## src/rtl/des3_pkg.sv

```systemverilog
// rtl/des3_pkg.sv - DES permutation tables, S-boxes, key shift schedule and FSM encodings for des3_main.
package des3_pkg;

  localparam int ROUNDS = 16;

  typedef enum logic [2:0] {IDLE, FETCH, STAGE, WRITE, DONE} state_t;
  typedef enum logic [1:0] {STG_NONE, STG_1, STG_2, STG_3} stage_t;
  typedef enum logic {MODE_ENC, MODE_DEC} mode_t;

  // Table entries count bit 1 as the MSB of the source word.
  localparam int IP_T [0:63] = '{58,50,42,34,26,18,10,2, 60,52,44,36,28,20,12,4,
                                 62,54,46,38,30,22,14,6, 64,56,48,40,32,24,16,8,
                                 57,49,41,33,25,17,9,1,  59,51,43,35,27,19,11,3,
                                 61,53,45,37,29,21,13,5, 63,55,47,39,31,23,15,7};
  localparam int FP_T [0:63] = '{40,8,48,16,56,24,64,32, 39,7,47,15,55,23,63,31,
                                 38,6,46,14,54,22,62,30, 37,5,45,13,53,21,61,29,
                                 36,4,44,12,52,20,60,28, 35,3,43,11,51,19,59,27,
                                 34,2,42,10,50,18,58,26, 33,1,41,9,49,17,57,25};
  localparam int E_T [0:47] = '{32,1,2,3,4,5, 4,5,6,7,8,9, 8,9,10,11,12,13, 12,13,14,15,16,17,
                                16,17,18,19,20,21, 20,21,22,23,24,25, 24,25,26,27,28,29, 28,29,30,31,32,1};
  localparam int P_T [0:31] = '{16,7,20,21,29,12,28,17, 1,15,23,26,5,18,31,10,
                                2,8,24,14,32,27,3,9,    19,13,30,6,22,11,4,25};
  localparam int PC1_T [0:55] = '{57,49,41,33,25,17,9, 1,58,50,42,34,26,18, 10,2,59,51,43,35,27,
                                  19,11,3,60,52,44,36, 63,55,47,39,31,23,15, 7,62,54,46,38,30,22,
                                  14,6,61,53,45,37,29, 21,13,5,28,20,12,4};
  localparam int PC2_T [0:47] = '{14,17,11,24,1,5, 3,28,15,6,21,10, 23,19,12,4,26,8, 16,7,27,20,13,2,
                                  41,52,31,37,47,55, 30,40,51,45,33,48, 44,49,39,56,34,53, 46,42,50,36,29,32};
  localparam logic [1:0] SHIFT_T [1:16] = '{2'd1,2'd1,2'd2,2'd2,2'd2,2'd2,2'd2,2'd2,
                                            2'd1,2'd2,2'd2,2'd2,2'd2,2'd2,2'd2,2'd1};

  localparam logic [3:0] SBOX [0:7][0:63] = '{
    '{14,4,13,1,2,15,11,8,3,10,6,12,5,9,0,7, 0,15,7,4,14,2,13,1,10,6,12,11,9,5,3,8,
      4,1,14,8,13,6,2,11,15,12,9,7,3,10,5,0, 15,12,8,2,4,9,1,7,5,11,3,14,10,0,6,13},
    '{15,1,8,14,6,11,3,4,9,7,2,13,12,0,5,10, 3,13,4,7,15,2,8,14,12,0,1,10,6,9,11,5,
      0,14,7,11,10,4,13,1,5,8,12,6,9,3,2,15, 13,8,10,1,3,15,4,2,11,6,7,12,0,5,14,9},
    '{10,0,9,14,6,3,15,5,1,13,12,7,11,4,2,8, 13,7,0,9,3,4,6,10,2,8,5,14,12,11,15,1,
      13,6,4,9,8,15,3,0,11,1,2,12,5,10,14,7, 1,10,13,0,6,9,8,7,4,15,14,3,11,5,2,12},
    '{7,13,14,3,0,6,9,10,1,2,8,5,11,12,4,15, 13,8,11,5,6,15,0,3,4,7,2,12,1,10,14,9,
      10,6,9,0,12,11,7,13,15,1,3,14,5,2,8,4, 3,15,0,6,10,1,13,8,9,4,5,11,12,7,2,14},
    '{2,12,4,1,7,10,11,6,8,5,3,15,13,0,14,9, 14,11,2,12,4,7,13,1,5,0,15,10,3,9,8,6,
      4,2,1,11,10,13,7,8,15,9,12,5,6,3,0,14, 11,8,12,7,1,14,2,13,6,15,0,9,10,4,5,3},
    '{12,1,10,15,9,2,6,8,0,13,3,4,14,7,5,11, 10,15,4,2,7,12,9,5,6,1,13,14,0,11,3,8,
      9,14,15,5,2,8,12,3,7,0,4,10,1,13,11,6, 4,3,2,12,9,5,15,10,11,14,1,7,6,0,8,13},
    '{4,11,2,14,15,0,8,13,3,12,9,7,5,10,6,1, 13,0,11,7,4,9,1,10,14,3,5,12,2,15,8,6,
      1,4,11,13,12,3,7,14,10,15,6,8,0,5,9,2, 6,11,13,8,1,4,10,7,9,5,0,15,14,2,3,12},
    '{13,2,8,4,6,15,11,1,10,9,3,14,5,0,12,7, 1,15,13,8,10,3,7,4,12,5,6,11,0,14,9,2,
      7,11,4,1,9,12,14,2,0,6,10,13,15,3,5,8, 2,1,14,7,4,10,8,13,15,12,9,0,3,5,6,11}};

  function automatic logic [63:0] ip_perm(input logic [63:0] x);
    logic [63:0] y;
    for (int i = 0; i < 64; i++) y[63-i] = x[64-IP_T[i]];
    return y;
  endfunction

  function automatic logic [63:0] fp_perm(input logic [63:0] x);
    logic [63:0] y;
    for (int i = 0; i < 64; i++) y[63-i] = x[64-FP_T[i]];
    return y;
  endfunction

  function automatic logic [47:0] e_expand(input logic [31:0] x);
    logic [47:0] y;
    for (int i = 0; i < 48; i++) y[47-i] = x[32-E_T[i]];
    return y;
  endfunction

  function automatic logic [31:0] p_perm(input logic [31:0] x);
    logic [31:0] y;
    for (int i = 0; i < 32; i++) y[31-i] = x[32-P_T[i]];
    return y;
  endfunction

  function automatic logic [55:0] pc1_perm(input logic [63:0] x);
    logic [55:0] y;
    for (int i = 0; i < 56; i++) y[55-i] = x[64-PC1_T[i]];
    return y;
  endfunction

  function automatic logic [47:0] pc2_perm(input logic [55:0] x);
    logic [47:0] y;
    for (int i = 0; i < 48; i++) y[47-i] = x[56-PC2_T[i]];
    return y;
  endfunction

  // Six-bit group: outer bits pick the row, inner four bits the column.
  function automatic logic [31:0] sbox_sub(input logic [47:0] x);
    logic [31:0] y;
    logic [5:0]  six;
    for (int i = 0; i < 8; i++) begin
      six = x[47-6*i -: 6];
      y[31-4*i -: 4] = SBOX[i][{six[5], six[0], six[4:1]}];
    end
    return y;
  endfunction

  function automatic logic [27:0] rotl28(input logic [27:0] x, input logic [1:0] n);
    case (n)
      2'd1:    return {x[26:0], x[27]};
      2'd2:    return {x[25:0], x[27:26]};
      default: return x;
    endcase
  endfunction

  function automatic logic [27:0] rotr28(input logic [27:0] x, input logic [1:0] n);
    case (n)
      2'd1:    return {x[0], x[27:1]};
      2'd2:    return {x[1:0], x[27:2]};
      default: return x;
    endcase
  endfunction

  // Decrypt walks the schedule backwards: round 1 uses the unrotated halves.
  function automatic logic [1:0] shift_amt(input logic [4:0] round, input mode_t mode);
    if (round < 5'd1 || round > 5'd16) return 2'd0;
    if (mode == MODE_ENC) return SHIFT_T[round];
    if (round == 5'd1) return 2'd0;
    return SHIFT_T[5'd18 - round];
  endfunction

endpackage

```

## src/rtl/des_round.sv

```systemverilog
// rtl/des_round.sv - one combinational DES Feistel round.
module des_round
  import des3_pkg::*;
(
  input  logic [31:0] l,
  input  logic [31:0] r,
  input  logic [47:0] subkey,
  output logic [31:0] l_next,
  output logic [31:0] r_next
);

  logic [47:0] mixed;
  logic [31:0] f_out;

  assign mixed  = e_expand(r) ^ subkey;
  assign f_out  = p_perm(sbox_sub(mixed));
  assign l_next = r;
  assign r_next = l ^ f_out;

endmodule

```

## src/rtl/des3_main.sv

```systemverilog
// rtl/des3_main.sv - 3DES EDE controller with iterative one-round-per-clock DES core.
// Optional DES3_DECRYPT_EN adds a decrypt input selecting the D(K3) E(K2) D(K1) sequence.
module des3_main
  import des3_pkg::*;
(
  input  logic        clk,
  input  logic        reset,
  input  logic        start,
`ifdef DES3_DECRYPT_EN
  input  logic        decrypt,
`endif
  output logic [2:0]  done,
  output logic [0:7]  key_addr,
  input  logic [63:0] key,
  output logic [0:7]  data_addr,
  input  logic [63:0] dataIn,
  output logic [63:0] dataOut,
  input  logic [7:0]  encryp_data_addr,
  output logic        we,
  output logic [1:0]  des_stage
);

  localparam logic [4:0] LAST_ROUND = 5'(ROUNDS);
  localparam logic [4:0] FINAL_CYC  = 5'(ROUNDS + 1);

  state_t      state, state_nx;
  stage_t      stage, stage_nx;
  logic [4:0]  cnt, cnt_nx;

  logic [63:0] k1, k2, k3, blk, stage_key, fp_out;
  logic [31:0] l_reg, r_reg, l_nx, r_nx;
  logic [27:0] c_reg, d_reg, c_rot, d_rot;
  logic [47:0] subkey;
  logic [1:0]  rot_amt;
  logic        dec_mode;
  mode_t       stage_mode;

  always_ff @(posedge clk or negedge reset) begin
    if (!reset) begin
      state <= IDLE;
      stage <= STG_NONE;
      cnt   <= '0;
    end else begin
      state <= state_nx;
      stage <= stage_nx;
      cnt   <= cnt_nx;
    end
  end

  always_comb begin
    state_nx = state;
    stage_nx = stage;
    cnt_nx   = cnt;
    case (state)
      IDLE: if (start) begin
        state_nx = FETCH;
        cnt_nx   = '0;
      end
      FETCH: if (cnt == 5'd3) begin
        state_nx = STAGE;
        stage_nx = STG_1;
        cnt_nx   = '0;
      end else begin
        cnt_nx = cnt + 5'd1;
      end
      STAGE: if (cnt == FINAL_CYC) begin
        cnt_nx = '0;
        case (stage)
          STG_1:   stage_nx = STG_2;
          STG_2:   stage_nx = STG_3;
          default: begin
            stage_nx = STG_NONE;
            state_nx = WRITE;
          end
        endcase
      end else begin
        cnt_nx = cnt + 5'd1;
      end
      WRITE:   state_nx = DONE;
      default: state_nx = DONE;
    endcase
  end

  always_comb begin
    key_addr  = '0;
    data_addr = '0;
    we        = 1'b0;
    des_stage = 2'd0;
    case (state)
      FETCH: if (cnt < 5'd3) key_addr = {3'b000, cnt};
      STAGE: des_stage = stage;
      WRITE: begin
        data_addr = encryp_data_addr;
        we        = 1'b1;
      end
      default: ;
    endcase
  end

`ifdef DES3_DECRYPT_EN
  always_ff @(posedge clk or negedge reset) begin
    if (!reset)                       dec_mode <= 1'b0;
    else if (state == IDLE && start)  dec_mode <= decrypt;
  end
`else
  assign dec_mode = 1'b0;
`endif

  // Decrypt sequence swaps the outer keys; the middle stage always inverts the outer mode.
  always_comb begin
    case (stage)
      STG_1:   stage_key = dec_mode ? k3 : k1;
      STG_2:   stage_key = k2;
      default: stage_key = dec_mode ? k1 : k3;
    endcase
  end

  assign stage_mode = ((stage == STG_2) ^ dec_mode) ? MODE_DEC : MODE_ENC;
  assign rot_amt    = shift_amt(cnt, stage_mode);
  assign c_rot      = (stage_mode == MODE_DEC) ? rotr28(c_reg, rot_amt) : rotl28(c_reg, rot_amt);
  assign d_rot      = (stage_mode == MODE_DEC) ? rotr28(d_reg, rot_amt) : rotl28(d_reg, rot_amt);
  assign subkey     = pc2_perm({c_rot, d_rot});
  assign fp_out     = fp_perm({r_reg, l_reg});

  des_round u_round (
    .l      (l_reg),
    .r      (r_reg),
    .subkey (subkey),
    .l_next (l_nx),
    .r_next (r_nx)
  );

  always_ff @(posedge clk or negedge reset) begin
    if (!reset) begin
      k1      <= '0;
      k2      <= '0;
      k3      <= '0;
      blk     <= '0;
      l_reg   <= '0;
      r_reg   <= '0;
      c_reg   <= '0;
      d_reg   <= '0;
      done    <= '0;
      dataOut <= '0;
    end else begin
      case (state)
        IDLE: if (start) done <= '0;
        FETCH: case (cnt)
          5'd1: begin
            k1  <= key;
            blk <= dataIn;
          end
          5'd2:    k2 <= key;
          5'd3:    k3 <= key;
          default: ;
        endcase
        STAGE: begin
          if (cnt == 5'd0) begin
            {l_reg, r_reg} <= ip_perm(blk);
            {c_reg, d_reg} <= pc1_perm(stage_key);
          end else if (cnt <= LAST_ROUND) begin
            l_reg <= l_nx;
            r_reg <= r_nx;
            c_reg <= c_rot;
            d_reg <= d_rot;
          end else begin
            blk <= fp_out;
            case (stage)
              STG_1:   done[0] <= 1'b1;
              STG_2:   done[1] <= 1'b1;
              default: begin
                done[2] <= 1'b1;
                dataOut <= fp_out;
              end
            endcase
          end
        end
        default: ;
      endcase
    end
  end

endmodule

```

## config.mk

```make
export PLATFORM = sky130hd
export DESIGN_NAME = des3_main
export DESIGN_NICKNAME = d
export VERILOG_FILES = /design/src/rtl/des3_pkg.sv /design/src/rtl/des_round.sv /design/src/rtl/des3_main.sv
export SDC_FILE = /design/constraint.sdc
export NUM_CORES = 1
export LEC_CHECK = 0
export CORE_AREA = 2 2 316 193
export CTS_BUF_LIST = sky130_fd_sc_hd__clkbuf_4 sky130_fd_sc_hd__clkbuf_8 sky130_fd_sc_hd__clkbuf_16
export DETAILED_ROUTE_END_ITERATION = 6
export DIE_AREA = 0 0 318 195
export PLACE_DENSITY_LB_ADDON = 0.15
export SLEW_MARGIN = 25
export SYNTH_ARGS = -nofsm -noshare
export SYNTH_HDL_FRONTEND = slang
export SYNTH_SLANG_ARGS = --single-unit
```

## constraint.sdc

```tcl
create_clock -name clk -period 20.5 [get_ports clk]
set_clock_uncertainty 0.1 [all_clocks]
set_input_delay 2.05 -clock clk [delete_from_list [all_inputs] [get_ports clk]]
set_output_delay 2.05 -clock clk [all_outputs]
set_load 0.05 [all_outputs]
```

# Word-level counts from Yosys, hierarchy flattened
# Memory sizes are Yosys's and may differ from the RTL's.
# Cells that the tools add are included.
# totals
elab_cells	177
reg_bits	453
inputBits	139
mem_bits_ro	2176
mem_count	10
output_inout_bits	86
# mem_list
memory	words	word_bits	read_ports	rd_clocked_by_memory_dff	wr	line_no	text
(no name shown)	64	4	1	0	0	des3_pkg.sv:91	y[31-4*i -: 4] = SBOX[i][{six[5], six[0], six[4:1]}];
(no name shown)	64	4	1	0	0	des3_pkg.sv:91	
(no name shown)	64	4	1	0	0	des3_pkg.sv:91	
(no name shown)	64	4	1	0	0	des3_pkg.sv:91	
(no name shown)	64	4	1	0	0	des3_pkg.sv:91	
(no name shown)	64	4	1	0	0	des3_pkg.sv:91	
+4 memories	n/a	n/a	n/a	n/a	n/a	n/a	
# op_classes
mux	77
n_eq_ne	20
bitwise	15
n_addsub	2
n_reduce_logical	22
n_lt_le_gt_ge	14
# ops
cell	n
64-bit one-hot mux with 2 select lines	2
28-bit one-hot mux with 2 select lines	4
64-bit two-way mux	3
28-bit two-way mux	6
32-bit two-way mux	4
4-bit two-way mux	16
7-bit greater-or-equal comparator, second input constant	8
6-bit NOT with 7-bit output	8
48-bit XOR	1
32-bit XOR	1
2-bit two-way mux	13
5-bit two-way mux	5
3-bit two-way mux	7
2-bit inequality test, second input constant	9
5-bit one-hot mux with 3 select lines	1
5-bit AND reduction	3
6-bit greater-or-equal comparator, second input constant	2
5-bit NOT with 6-bit output	2
4-bit AND reduction	3
1-bit two-way mux	11
5-bit by 2-bit == test with 1-bit output, second input constant	2
2-bit AND reduction	5
3-bit one-hot mux with 3 select lines	1
8-bit two-way mux	1
other kinds (22)	32

# Logic depth before layout (Yosys ltp)
# depth
ltp_word	20
ltp_mapped	33
ltp_nobuf	23

# By module
# From an unflattened synthesis, not the netlist that was laid out.
# unflattened
cells_unflattened	2510
area_unflattened_um2	26847.0
# modules_own_cells
mod	seq_area_each_um2	instances	cells_each	area_each_um2
des3_main	10735.3	1	1763	21015.2
des_round	0.0	1	747	5831.8

# Worst setup path after synthesis
# No wires, ideal clock.
# synth_timing
kind	register -> register
from	register stage[0]
to	register r_reg[0]
n_path_buf	13
t_required_ns	20.265
setup_slack_ns	13.981
arrival_ns	6.284
path_stages_with_launch	33
cell_sequence	dfrtp_1 > inv_1 > ha_1 > buf_6 > buf_6 > buf_6 > buf_4 > buf_6 > buf_6 > buf_4 > clkbuf_1 > o21ai_0 > a21oi_1 > o21a_1 > ha_1 > buf_4 > buf_2 > buf_4 > buf_2 > nor2b_1 > a221o_1 > nor4_2 > inv_1 > ha_1 > clkbuf_1 > inv_1 > nor4_1 > a211oi_1 > a211oi_1 > a31oi_1 > a22oi_1 > mux2i_1 > o211ai_1
# synth_via
elab_chain_cells	18
elab_cells_between_ends	22
cone_classes	eq/ne: 3; mux: 15; bitwise: 3; memory: 1
# synth_rtl
element	line_no	text
start, declared	des3_main.sv:27	stage_t stage, stage_nx;
start signal, assigned	des3_main.sv:45	stage <= stage_nx;
2-bit == test *	des3_main.sv:118	assign stage_mode = ((stage == STG_2) ^ dec_mode) ? MODE_DEC : MODE_ENC;
1-bit two-way mux *	des3_main.sv:118	
2-bit two-way mux	des3_pkg.sv:115	if (mode == MODE_ENC) return SHIFT_T[round];
2-bit two-way mux	des3_pkg.sv:116	if (round == 5'd1) return 2'd0;
2-bit two-way mux	des3_pkg.sv:117	return SHIFT_T[5'd18 - round];
2-bit two-way mux	des3_pkg.sv:116	
2-bit two-way mux	des3_pkg.sv:115	
2-bit == test / 2-bit by 1-bit == test with 1-bit output (equally long branches)	des3_pkg.sv:97, des3_pkg.sv:105	
28-bit one-hot mux with 2 select lines, on equally long branches	des3_pkg.sv:97, des3_pkg.sv:105	
28-bit two-way mux *	des3_main.sv:121	assign d_rot = (stage_mode == MODE_DEC) ? rotr28(d_reg, rot_amt) : rotl28(d_reg, rot_amt);
48-bit XOR *	des_round.sv:15	assign mixed = e_expand(r) ^ subkey;
6-bit NOT with 7-bit output (not written as such) *	des3_pkg.sv:91	
memory read 64 x 4 bit *	n/a	
4-bit two-way mux (not written as such) * (2 in series)	des3_pkg.sv:91	
32-bit XOR *	des_round.sv:18	assign r_next = l ^ f_out;
32-bit two-way mux *	des3_main.sv:161	end else if (cnt <= LAST_ROUND) begin
32-bit two-way mux *	des3_main.sv:158	if (cnt == 5'd0) begin
end signal, assigned	des3_main.sv:159	{l_reg, r_reg} <= ip_perm(blk);
end signal, assigned	des3_main.sv:163	r_reg <= r_nx;
end, declared	des3_main.sv:31	logic [31:0] l_reg, r_reg, l_nx, r_nx;
# Every way passes the cells marked *; elsewhere a longest branch is shown, timed or not. The select of a mux whose other input is x is not followed.
# A chain may end at the register's enable or synchronous reset.

# Final worst setup path
# layout_timing
from	register cnt[1]
to	register r_reg[0]
# layout_via
elab_chain_cells	20
elab_cells_between_ends	39
cone_classes	add/sub: 1; order compare: 3; eq/ne: 3; mux: 20; bitwise: 5; reduce/logical: 4; memory: 3
# layout_rtl
element	line_no	text
start, declared	des3_main.sv:28	logic [4:0] cnt, cnt_nx;
start signal, assigned	des3_main.sv:46	cnt <= cnt_nx;
parallel branches: the longest is 20 deep, another holds 5-bit subtractor	n/a	
# Several ways; the timed one is not identified. The select of a mux whose other input is x is not followed.

==> flow_metrics.env <==
export IMPL_min_period_ps=7560
export IMPL_status="complete, no violations"
export IMPL_reg_top3="blk: 64 flops, dataOut: 64 flops"
export IMPL_maxCapViolations=0
export IMPL_cp_start_kind="register"
export IMPL_hold_viol_final=0
export IMPL_synthDominantCellAreaShare=0.3675
export IMPL_cp_arrival_ps=7890
export IMPL_ys_seq_area_frac=0.3675
export IMPL_h_tree_depth=2
export IMPL_io_pins=225
export IMPL_rows=69
export IMPL_dp_cells=3855
export IMPL_die_height_um=195
export IMPL_fin_nets=3327
export IMPL_grt_overflow_total=0
export IMPL_synth_flop_cell="dfrtp_1"
export IMPL_cts_root_buf="clkbuf_16"
export IMPL_drt_iter0_markers=2631
export IMPL_initial_core_util=0.4969
export IMPL_die_area_um2=62010
export IMPL_ant_nets=0
export IMPL_holdWs_ps=380.8
export IMPL_grt_pass1_vias=24710
export IMPL_cts_resized=0
export IMPL_reg2reg_from="cnt[1]$_DFFE_PN0P_"
export IMPL_fin_crit_sh=0.3688
export IMPL_yosys_warnings=0
export IMPL_drc=0
export IMPL_cp_end_kind="register"
export IMPL_clkTransAtPathRegs_ps=70
export IMPL_core_um2=58790
export IMPL_cellLeakagePower_nw=13.49
export IMPL_diodes=0
export IMPL_syn_to_final_growth_pct=13.14
export IMPL_cts_tree="built"
export IMPL_worstPathMaxFanout=69
export IMPL_ys_ff_latch=429
export IMPL_numPortBuffers=210
export IMPL_antenna_found_initial=0
export IMPL_hp_class="reg -> reg"
export IMPL_clk_latency_ps=600
export IMPL_final_setup_tns_ps=0
export IMPL_synthArstFlopShare=1.000
export IMPL_gp_congestion=0.9229
export IMPL_ff2ff_path_depth=22
export IMPL_rsz0062_at_grt="false"
export IMPL_worstPathRequired_ps=20830
export IMPL_powerDensity_nw_per_um2=115.6
export IMPL_dr_total_vias=25670
export IMPL_grt_use_total=0.3028
export IMPL_routed_wl_um=95930
export IMPL_syn_area_um2=29210
export IMPL_grt_pass1_wl_um=149200
export IMPL_cts_buffers_inserted=44
export IMPL_place_hpwl_um=66530
export IMPL_slew_violations=0
export IMPL_hold_buffers=0
export IMPL_fp_dieW_um=318
export IMPL_finalPower_w=0.003819
export IMPL_cts_max_path_buffers=3
export IMPL_final_cell_area_um2=33050
export IMPL_timing_fmax_mhz=132.3
export IMPL_timing_slew_headroom=0.2845
export IMPL_syn_area_per_cell_um2=9.403
export IMPL_cts_setup_buffers=0
export IMPL_timing_critical_path_from="cnt[1]$_DFFE_PN0P_"
export IMPL_mostFrequentLayoutCell="dfrtp_1"
export IMPL_grt_max_degree=186
export IMPL_tightest_slew_ps=1059
export IMPL_clock_sinks=429
export IMPL_drtPass1Iterations=6
export IMPL_layout_cells_non_filler=3936
export IMPL_r2r_end="r_reg[0]$_DFFE_PN0P_"
export IMPL_place_area_um2=31510
export IMPL_synth_cell_type_count=102
export IMPL_vdd_drop_max_mv=0.06092
export IMPL_setup_viol=0
export IMPL_syn_instance_count=3107
export IMPL_final_cell_mix="429 x dfrtp_1, 279 x nand2_1, 275 x mux2_2"
export IMPL_crit_type="reg -> reg"
export IMPL_yosysTopAreaCell="dfrtp_1"
export IMPL_final_layout_size_suffix_gt1_frac=0.1537
export IMPL_synthTopCellsByArea="dfrtp_1 37%, mux2_2 11%, mux2i_1 6.3%, nand2_1 3.6%, ha_1 2.8%"
export IMPL_viasPerCell=6.521
export IMPL_r2r_slack_ps=12940
export IMPL_synth_edf_count=0
export IMPL_detail_route_wl_per_cell_um=24.37
export IMPL_setup_worst_path_end="r_reg[0]$_DFFE_PN0P_"
## kinds of logic (layout without fill, tap and decap cells)
family	Yosys count	count (layout)	share of synthesized area
adder cells (fa/ha/maj)	66	66	0.02827
AND/OR/NAND/NOR	912	912	0.1621
AO/OA/AOI/OAI	818	818	0.1993
buffers and inverters	371	414	0.05516
XOR/XNOR	41	41	0.01281
flip-flops	429	429	0.3675
multiplexers	469	469	0.1747
other	1	6	0.0001284
## synth_stat cells (24+ instances only)
master / number
o21ai_0: 146
a2111oi_0: 37
nand2_1: 283
nor3_1: 67
xnor2_1: 30
dfrtp_1: 429
a31oi_1: 58
a221o_1: 24
nor2b_1: 24
a221oi_1: 39
o22ai_1: 31
a22oi_1: 83
o211ai_1: 38
and3_1: 49
buf_2: 62
and3b_1: 31
a21oi_1: 134
mux2i_1: 184
o22a_1: 34
nand3_1: 85
a211oi_1: 38
ha_1: 66
nor2_1: 184
clkbuf_1: 193
mux2_2: 275
inv_1: 67
nor3b_1: 33
## worst max-delay path, stage by stage, from the launching register on
cell and delay [ps]:
dfrtp_1 500, ha_1 390, inv_1 110, ha_1 300, nand2b_1 140, o21ai_0 140
o21ai_0 130, a21oi_1 160, o21a_1 180, ha_4 640, buf_4 650, a2111oi_0 260
nor4_2 920, inv_1 250, ha_1 550, inv_1 160, nor4_1 320, a211oi_1 90
a211oi_1 260, a31oi_1 70, a22oi_1 600, mux2i_1 290, o211ai_1 120
## where the power goes
| group | leakage, nW | total [W] | internal (W) | switching, W |
|---|---|---|---|---|
| Combinational | 7.59 | 0.00174 | 0.000696 | 0.00104 |
| Clock | 0.755 | 0.000849 | 0.000482 | 0.000367 |
| Sequential | 5.15 | 0.00123 | 0.00100 | 0.000232 |
## routing by layer
layer,global-route usage,vias to the layer above,part of all wire
li1,-,11650,-
met1,0.4496,12830,0.46
met2,0.4628,1033,0.45
met3,0.04532,149,0.073
met4,0.07584,0,0.023
met5,0,-,0
## final cells by class
cell class	instances	area [µm²]
multi-input combinational	2312	17020
fill	5087	25740
sequential	429	10740
inverter	75	282.8
clock inverter	20	214.0
tap	781	977.2
timing repair buffer	260	2539
clock buffer	59	1281
## through the flow
step	worst slack [ps]	utilization
floorplan	13980	-
global placement	13330	0.5358
detailed placement	13200	0.5359
CTS	13160	0.5613
global route	12300	0.5622
finish	12940	0.5622
## worst min path at each step
| stage | start | cells after the start | end |
|---|---|---|---|
| finish | blk[4]$_DFFE_PN0P_ | 2 | blk[4]$_DFFE_PN0P_ |
| global placement | blk[58]$_DFFE_PN0P_ | 2 | blk[58]$_DFFE_PN0P_ |
| CTS | blk[26]$_DFFE_PN0P_ | 2 | blk[26]$_DFFE_PN0P_ |
| floorplan | blk[1]$_DFFE_PN0P_ | 2 | blk[1]$_DFFE_PN0P_ |
| global route | blk[6]$_DFFE_PN0P_ | 2 | blk[6]$_DFFE_PN0P_ |
| detailed placement | blk[1]$_DFFE_PN0P_ | 2 | blk[1]$_DFFE_PN0P_ |
No activity file was read; power rests on OpenSTA's default activity.
